## src/rtl/sa_ext_stream_ctrl.sv

```systemverilog
// sa_ext_stream_ctrl
//   Streaming external-mode front end for the systolic array. Input/weight
//   beats arrive over a valid/ready handshake and are forwarded to the array's
//   west/north buses with load/sum_out strobes. After each group of K compute
//   beats, the array's south result is captured RES_LAT cycles later into a
//   small result FIFO. That FIFO drains over a valid/ready master port.
//
// Ports
//   clk_i, rstn_i       clock, asynchronous active-low reset
//   en_i, clear_i       block enable, synchronous flush
//   k_len_i             compute beats per group (latched on the group's first beat)
//   s_valid_i/s_ready_o input handshake; s_wload_i marks weight-load beats
//   s_input_i/s_weight_i beat data
//   sa_west_o/sa_north_o/sa_load_o/sa_sum_out_o  array drive
//   sa_south_i          array result bus
//   m_valid_o/m_ready_i/m_data_o  result master port
//   busy_o, beat_cnt_o  status
module sa_ext_stream_ctrl #(
    parameter int unsigned WIDTH      = 8,
    parameter int unsigned ROW        = 4,
    parameter int unsigned COL        = 4,
    parameter int unsigned K_MAX      = 16,
    parameter int unsigned RES_LAT    = 2,
    parameter int unsigned FIFO_DEPTH = 4
) (
    input  logic                         clk_i,
    input  logic                         rstn_i,
    input  logic                         en_i,
    input  logic                         clear_i,
    input  logic [$clog2(K_MAX+1)-1:0]   k_len_i,
    input  logic                         s_valid_i,
    output logic                         s_ready_o,
    input  logic                         s_wload_i,
    input  logic [ROW*WIDTH-1:0]         s_input_i,
    input  logic [COL*WIDTH-1:0]         s_weight_i,
    output logic [ROW*WIDTH-1:0]         sa_west_o,
    output logic [COL*WIDTH-1:0]         sa_north_o,
    output logic [ROW*COL-1:0]           sa_load_o,
    output logic [ROW*COL-1:0]           sa_sum_out_o,
    input  logic [COL*WIDTH-1:0]         sa_south_i,
    output logic                         m_valid_o,
    input  logic                         m_ready_i,
    output logic [COL*WIDTH-1:0]         m_data_o,
    output logic                         busy_o,
    output logic [$clog2(K_MAX+1)-1:0]   beat_cnt_o
);

    localparam int unsigned KW = $clog2(K_MAX + 1);
    localparam int unsigned PW = $clog2(FIFO_DEPTH);
    localparam int unsigned CW = $clog2(FIFO_DEPTH + 1);
    localparam logic [KW-1:0] KMAX_C  = KW'(K_MAX);
    localparam logic [CW:0]   DEPTH_C = (CW + 1)'(FIFO_DEPTH);

    typedef enum logic {IDLE, ACC} state_t;

    state_t               state_q, state_d;
    logic [KW-1:0]        beat_cnt_q, beat_cnt_d;
    logic [KW-1:0]        klen_q, klen_in, klen_eff;
    logic [RES_LAT-1:0]   pipe_q, pipe_d;
    logic [CW-1:0]        inflight_q, inflight_d;
    logic [CW-1:0]        fifo_cnt_q, fifo_cnt_d;
    logic [PW-1:0]        wr_ptr_q, rd_ptr_q;
    logic [COL*WIDTH-1:0] mem_q [FIFO_DEPTH];
    logic [CW:0]          credit_used;
    logic                 fire, compute, close, push, pop;

    // Results already buffered plus results still in the array must fit in
    // the FIFO, so a pipe exit can never find it full.
    assign credit_used = {1'b0, fifo_cnt_q} + {1'b0, inflight_q};
    assign s_ready_o   = en_i & ~clear_i & (credit_used < DEPTH_C);

    assign m_valid_o  = (fifo_cnt_q != '0);
    assign m_data_o   = mem_q[rd_ptr_q];
    assign busy_o     = (state_q == ACC) | (inflight_q != '0) | (fifo_cnt_q != '0);
    assign beat_cnt_o = beat_cnt_q;

    always_comb begin
        if (k_len_i == '0)
            klen_in = KW'(1);
        else if (k_len_i > KMAX_C)
            klen_in = KMAX_C;
        else
            klen_in = k_len_i;
    end

    always_comb begin
        state_d    = state_q;
        beat_cnt_d = beat_cnt_q;
        inflight_d = inflight_q;
        fifo_cnt_d = fifo_cnt_q;
        pipe_d     = pipe_q << 1;

        fire    = s_valid_i & s_ready_o;
        compute = fire & ~s_wload_i;
        // The first beat of a group compares against the freshly clamped
        // length, so a length of 1 closes without ever entering ACC.
        klen_eff = (state_q == IDLE) ? klen_in : klen_q;
        close    = compute & ((beat_cnt_q + KW'(1)) == klen_eff);
        push     = pipe_q[RES_LAT-1];
        pop      = m_valid_o & m_ready_i;

        sa_west_o    = fire ? s_input_i  : '0;
        sa_north_o   = fire ? s_weight_i : '0;
        sa_load_o    = (fire & s_wload_i) ? '1 : '0;
        sa_sum_out_o = compute ? '1 : '0;

        if (compute) begin
            if (close) begin
                state_d    = IDLE;
                beat_cnt_d = '0;
            end else begin
                state_d    = ACC;
                beat_cnt_d = beat_cnt_q + KW'(1);
            end
        end
        pipe_d[0] = close;

        case ({close, push})
            2'b10:   inflight_d = inflight_q + CW'(1);
            2'b01:   inflight_d = inflight_q - CW'(1);
            default: inflight_d = inflight_q;
        endcase

        case ({push, pop})
            2'b10:   fifo_cnt_d = fifo_cnt_q + CW'(1);
            2'b01:   fifo_cnt_d = fifo_cnt_q - CW'(1);
            default: fifo_cnt_d = fifo_cnt_q;
        endcase

        if (clear_i) begin
            state_d    = IDLE;
            beat_cnt_d = '0;
            pipe_d     = '0;
            inflight_d = '0;
            fifo_cnt_d = '0;
        end
    end

    always_ff @(posedge clk_i or negedge rstn_i) begin
        if (!rstn_i)
            state_q <= IDLE;
        else
            state_q <= state_d;
    end

    always_ff @(posedge clk_i or negedge rstn_i) begin
        if (!rstn_i) begin
            beat_cnt_q <= '0;
            klen_q     <= KW'(1);
            pipe_q     <= '0;
            inflight_q <= '0;
            fifo_cnt_q <= '0;
            wr_ptr_q   <= '0;
            rd_ptr_q   <= '0;
            for (int unsigned i = 0; i < FIFO_DEPTH; i++)
                mem_q[i] <= '0;
        end else begin
            beat_cnt_q <= beat_cnt_d;
            pipe_q     <= pipe_d;
            inflight_q <= inflight_d;
            fifo_cnt_q <= fifo_cnt_d;
            if (clear_i) begin
                wr_ptr_q <= '0;
                rd_ptr_q <= '0;
            end else begin
                if (compute && state_q == IDLE)
                    klen_q <= klen_in;
                if (push) begin
                    mem_q[wr_ptr_q] <= sa_south_i;
                    wr_ptr_q        <= wr_ptr_q + PW'(1);
                end
                if (pop)
                    rd_ptr_q <= rd_ptr_q + PW'(1);
            end
        end
    end

endmodule
```

## config.mk

```make
export PLATFORM = sky130hd
export DESIGN_NAME = sa_ext_stream_ctrl
export DESIGN_NICKNAME = d
export VERILOG_FILES = /design/src/rtl/sa_ext_stream_ctrl.sv
export SDC_FILE = /design/constraint.sdc
export NUM_CORES = 1
export LEC_CHECK = 0
export CORE_MARGIN = 10
export CORE_UTILIZATION = 69
export DETAILED_ROUTE_END_ITERATION = 16
export DONT_BUFFER_PORTS = 1
export GPL_TIMING_DRIVEN = 1
export PLACE_DENSITY_LB_ADDON = 0.12
export SYNTH_ARGS = -nofsm -noshare
export SYNTH_HDL_FRONTEND = slang
export SYNTH_SLANG_ARGS = --single-unit
```

## constraint.sdc

```tcl
create_clock -name clk_i -period 8.7 [get_ports clk_i]
set_input_delay 0.87 -clock clk_i [delete_from_list [all_inputs] [get_ports clk_i]]
set_output_delay 0.87 -clock clk_i [all_outputs]
set_load 0.03 [all_outputs]
```

### After elaboration in Yosys (flattened, before gate mapping)

Index checks and enable logic that the tools add are counted.
Widths: inputs -> output; s select.

* register bits: 151
* bits in latches: 0
* bits in writable memories: 0
* bits in read-only memories: 0
* input port bits: 108
* output and inout port bits: 136
* logic and storage cells: 84
* memories: 0

* $add $sub $neg: 8
* multiply operators: 0
* divide/modulo/power cells: 0
* $lt $le $gt $ge: 5
* eq/ne operators: 5
* shift-type cells: 0
* mux-type cells: 28
* bitwise operators: 14
* reduce and logical (&&, ||, !) cells: 12

Operators with widths (number)
* $mux 32: 5
* $bwmux 128: 1
* $bmux 32 s2: 1
* $demux 32 s2: 1
* $mux 16: 2
* $mux 5: 6
* $pmux 3 s2: 2
* $reduce_bool 3->1: 4
* $mux 2: 5
* $and 1x1->1: 7
* $add 3x1->3 const B: 2
* $ge 3x3->1 const B: 2
* $mux 3: 2
* $not 2->3: 2
* $reduce_bool 2->1: 3
* $sub 3x1->3 const B: 2
* $add 5x1->5 const B: 1
* $eq 5x5->1: 1
* $gt 5x5->1 const B: 1
* $logic_not 5->1: 1
* $add 2x1->2 const B: 2
* $add 3x3->4: 1
* $eq 2x1->1 const B: 2
* $eq 2x2->1 const B: 2
* other kinds (7): 14

### Logic depth before layout (Yosys ltp)

* depth in word-level cells: 9
* mapped depth: 12
* depth with buffers taken out: 11

### Worst setup path before layout

Ideal clock, no wire load.

* path type: input-to-output
* start: in clear_i
* end: out sa_load_o[10]
* arrival time: 2647 ps
* required time: 7830 ps
* slack: 5183 ps
* stages on the path: 6
* buffers on the path: 3
* cell sequence: clkbuf_1 -> nor4b_1 -> and4b_1 -> clkbuf_1 -> and2_1 -> buf_4

* word-level cells in the longest chain between the ends: 6

Ends and longest elaborated chain
* from (decl): RTL line 29 `input logic clear_i,`
* $not 1->1 (no source line)
* $and 1x1->1 (2 in a row): RTL line 70 `assign s_ready_o = en_i & ~clear_i & (credit_used < DEPTH_C);`
* $and 1x1->1: RTL line 93 `fire = s_valid_i & s_ready_o;`
* $and 1x1->1: RTL line 104 `sa_load_o = (fire & s_wload_i) ? '1 : '0;`
* $mux 16: RTL line 104
* to (decl): RTL line 38 `output logic [ROW*COL-1:0] sa_load_o,`

No other way between the ends.

### Final worst setup path

* start: reg inflight_q[2]
* end: out sa_load_o[5]

* word-level cells in the longest chain between the ends: 6

Ends and longest elaborated chain
* from (decl): RTL line 60 `logic [CW-1:0] inflight_q, inflight_d;`
* from (signal assigned): RTL line 160 `inflight_q <= inflight_d;`
* $add 3x3->4: RTL line 69 `assign credit_used = {1'b0, fifo_cnt_q} + {1'b0, inflight_q};`
* $lt 4x3->1: RTL line 70
* $and 1x1->1: RTL line 70
* $and 1x1->1: RTL line 93
* $and 1x1->1: RTL line 104
* $mux 16: RTL line 104

No other way between the ends.

==> out/results.ini <==
[outcome]
outcome = completed

[drt]
drt_first_iter_violations = 246
num_vias = 4296
vias_per_cell = 6.36
drc = 0
post_drt_wl_per_cell_um = 26.0
ant_nets = 0
firstDrtPassIters = 4
wl_mm = 17.6

[placement]
dpl_cell_area_sq_um = 7490
numPortBuffers = 0
post-dp-hpwl_mm = 12.5
gp_congestion = 0.851
preCtsSetupSlack_ps = 4620

[floorplanning]
dieArea_sq_um = 15600
start_util_pct = 70.3
coreArea_sq_um = 10800
dieHeight_um = 125
fp.dieW_um = 125
num_rows = 38
io_pins = 244

[synthesis]
synthFlopType = dfrtp_1
ys_seq_area_share_pct = 49.8
ys_types = 43
synth_edf_count = 0
synth-simple-area-share_pct = 10.4
synth_top_family_by_area = multiplexers
yosys_warnings = 0
netlist_instances = 565
synth_xor_area_share_pct = 1.55
muxShareOfSynthArea_pct = 29.9
ys_seq_elements = 151
synth-compound-area-share_pct = 1.53
async_flop_share_pct = 100
syn-num-nets = 682
postSynthAreaPerCell_sq_um = 13.4
syn_area_sq_um = 7590
synthAdderAreaFrac_pct = 1.68

[clocking]
cts_tree = done
cts.path.max_buffers = 2
postCtsHoldBufs = 0
cts_resized = 0
clock_latency_ps = 520
cts_setup_buffers = 0
clk_pin_slew_ps = 60
ctsHtreeMaxLevel = 4
cts_buffers = 17
cts-root-buf = clkbuf_8
clock-sinks = 151

[grt]
antenna_found_initial = 0
grt_max_degree = 152
grt_pass1_wl_mm = 27.3
grt_pass1_vias = 4673
grt_overflow = 0
grt_usage_pct = 22.3

[critical_path]
path_cells = ha_1 -> nor4b_1 -> and4b_1 -> buf_4 -> and2_4 -> buf_4
required_ps = 7830
cpLargestDelayFamily = buffers and inverters
cp_common_cell = buf_4
startpoint_type = flop
cp_slowest_cell = buf_4
cp.buffers_inverters = 2
crit_arrival_ps = 3510
crit_fanout = 66
path_class = flop to primary output
max_stage_delay_ps = 920
cp-end-kind = primary output

[sta]
rsz0062_at_grt = no
relSlewSlack_pct = 24.3
tns_ps = 0
hold_viol_final = 0
setup_viol = 0
fin_skew_ps = 6.87
layout_min_cycle_time_ps = 4380
slew_violations = 0
worstMarginPinSlew_ps = 1140
setup_ws_ps = 4320
fmax_mhz = 228
fin_crit_sh_pct = 50.3

[finish]
fin_area_sq_um = 8020
final_cell_mix = dfrtp_1 (149), mux2_2 (130), and2_1 (66)
drive_above_1_share_pct = 39.2
fin_nets = 640
fin_util_pct = 74.3
fillers = 690
final_common_cell = dfrtp_1
diodes = 0
synthToLayoutAreaGrowth_pct = 5.59

[pwr]
p_per_area_nw_per_um2 = 194
power.leakage_nw = 3.92
peakVddDrop_v = 0.000154
power_w = 0.00156

[worst_hold_path]
holdCritPathClass = input pin to asynchronous set/reset pin

[job]
drv_cap = 0

## cell type report
type	count	area, sq um	area share (%)
sequential	151	3780	47.2
multi-input combinational	341	3440	42.9
clock buffer	24	480	5.99
tap	140	175	2.19
timing repair buffer	6	70.1	0.874
clock inverter	8	47.5	0.593
inverter	6	22.5	0.281
## Yosys cell counts (all sizes together) (2+ instances only)
cell type / n / area [sq um]
nor3b: 2 / 15.0
nand3: 5 / 25.0
mux2: 132 / 1490
or3: 2 / 12.5
and2: 67 / 419
o21ai: 9 / 45.0
inv: 6 / 22.5
fa: 2 / 40.0
nand3b: 2 / 15.0
nand2: 18 / 67.6
buf: 47 / 294
nor2: 16 / 60.1
nor2b: 5 / 31.3
xnor2: 5 / 51.3
xor2: 5 / 43.8
mux2i: 6 / 60.1
nor3: 3 / 15.0
ha: 7 / 87.6
nor4b: 2 / 17.5
clkbuf: 20 / 76.3
dfrtp: 150 / 3750
mux4: 32 / 721
nand2b: 7 / 43.8
## through the flow
step	hold WS, ps	instances
2_1_floorplan	439	565
3_3_place_gp	451	644
3_5_place_dp	455	644
4_1_cts	18.7	676
5_1_grt	16.3	676
6_report	40.4	676
## report_power, final
part / total, W / switching, W / internal, W
Sequential: 0.000737 / 0.0000145 / 0.000723
Clock: 0.000643 / 0.000265 / 0.000378
Combinational: 0.000178 / 0.000120 / 0.0000578
Total: 0.00156 / 0.000399 / 0.00116
## per-layer routing
metal	vias to the layer above	share of wire, %	GRT usage [%]	wire length (um)
li1	1869	-	-	-
met1	2271	41	26.8	7240
met2	137	50	36.8	8820
met3	19	7.6	8.30	1340
met4	0	1.1	6.44	195
met5	-	0	0	0
## flip-flops by register name (all words and copies together) (netlist names)
name,flops
state_q,1
klen_q,5
mem_q,128
inflight_q,3
rd_ptr_q,2
pipe_q,2
wr_ptr_q,2
beat_cnt_o,5
fifo_cnt_q,3
## worst register-to-register path, stage by stage (launching register included)
cell and delay, ps:
dfrtp_1 410, ha_1 310, nor4b_1 330, and4b_1 260, buf_4 380, nor2b_4 690, nand4_4 200, inv_1 130
nor2_1 60, fa_1 370, nor2b_1 150, mux2i_1 170, mux2_1 340
## logic make-up after synthesis
kind of cell,Yosys count
compound gates,16
fa+ha+maj,9
xor+xnor,11
simple gates,135
flops,151
buf+inv,73
mux,170
## path summary, 6_finish.rpt
| check | startpoint | endpoint | slack (ps) | depth (start not counted) |
|---|---|---|---|---|
| max reg2reg | inflight_q[2] | inflight_q[2] | 4800 | 12 |
| min | rstn_i | mem_q[39] | 40 | 0 |
| max in group asynchronous | rstn_i | klen_q[0] | 8460 | 0 |
| max | inflight_q[2] | sa_load_o[5] | 4320 | 6 |
| min in group clk_i | clear_i | rd_ptr_q[0] | 400 | 1 |
| min reg2reg | pipe_q[0] | pipe_q[1] | 470 | 1 |
Power figures use the tool's default switching activity.
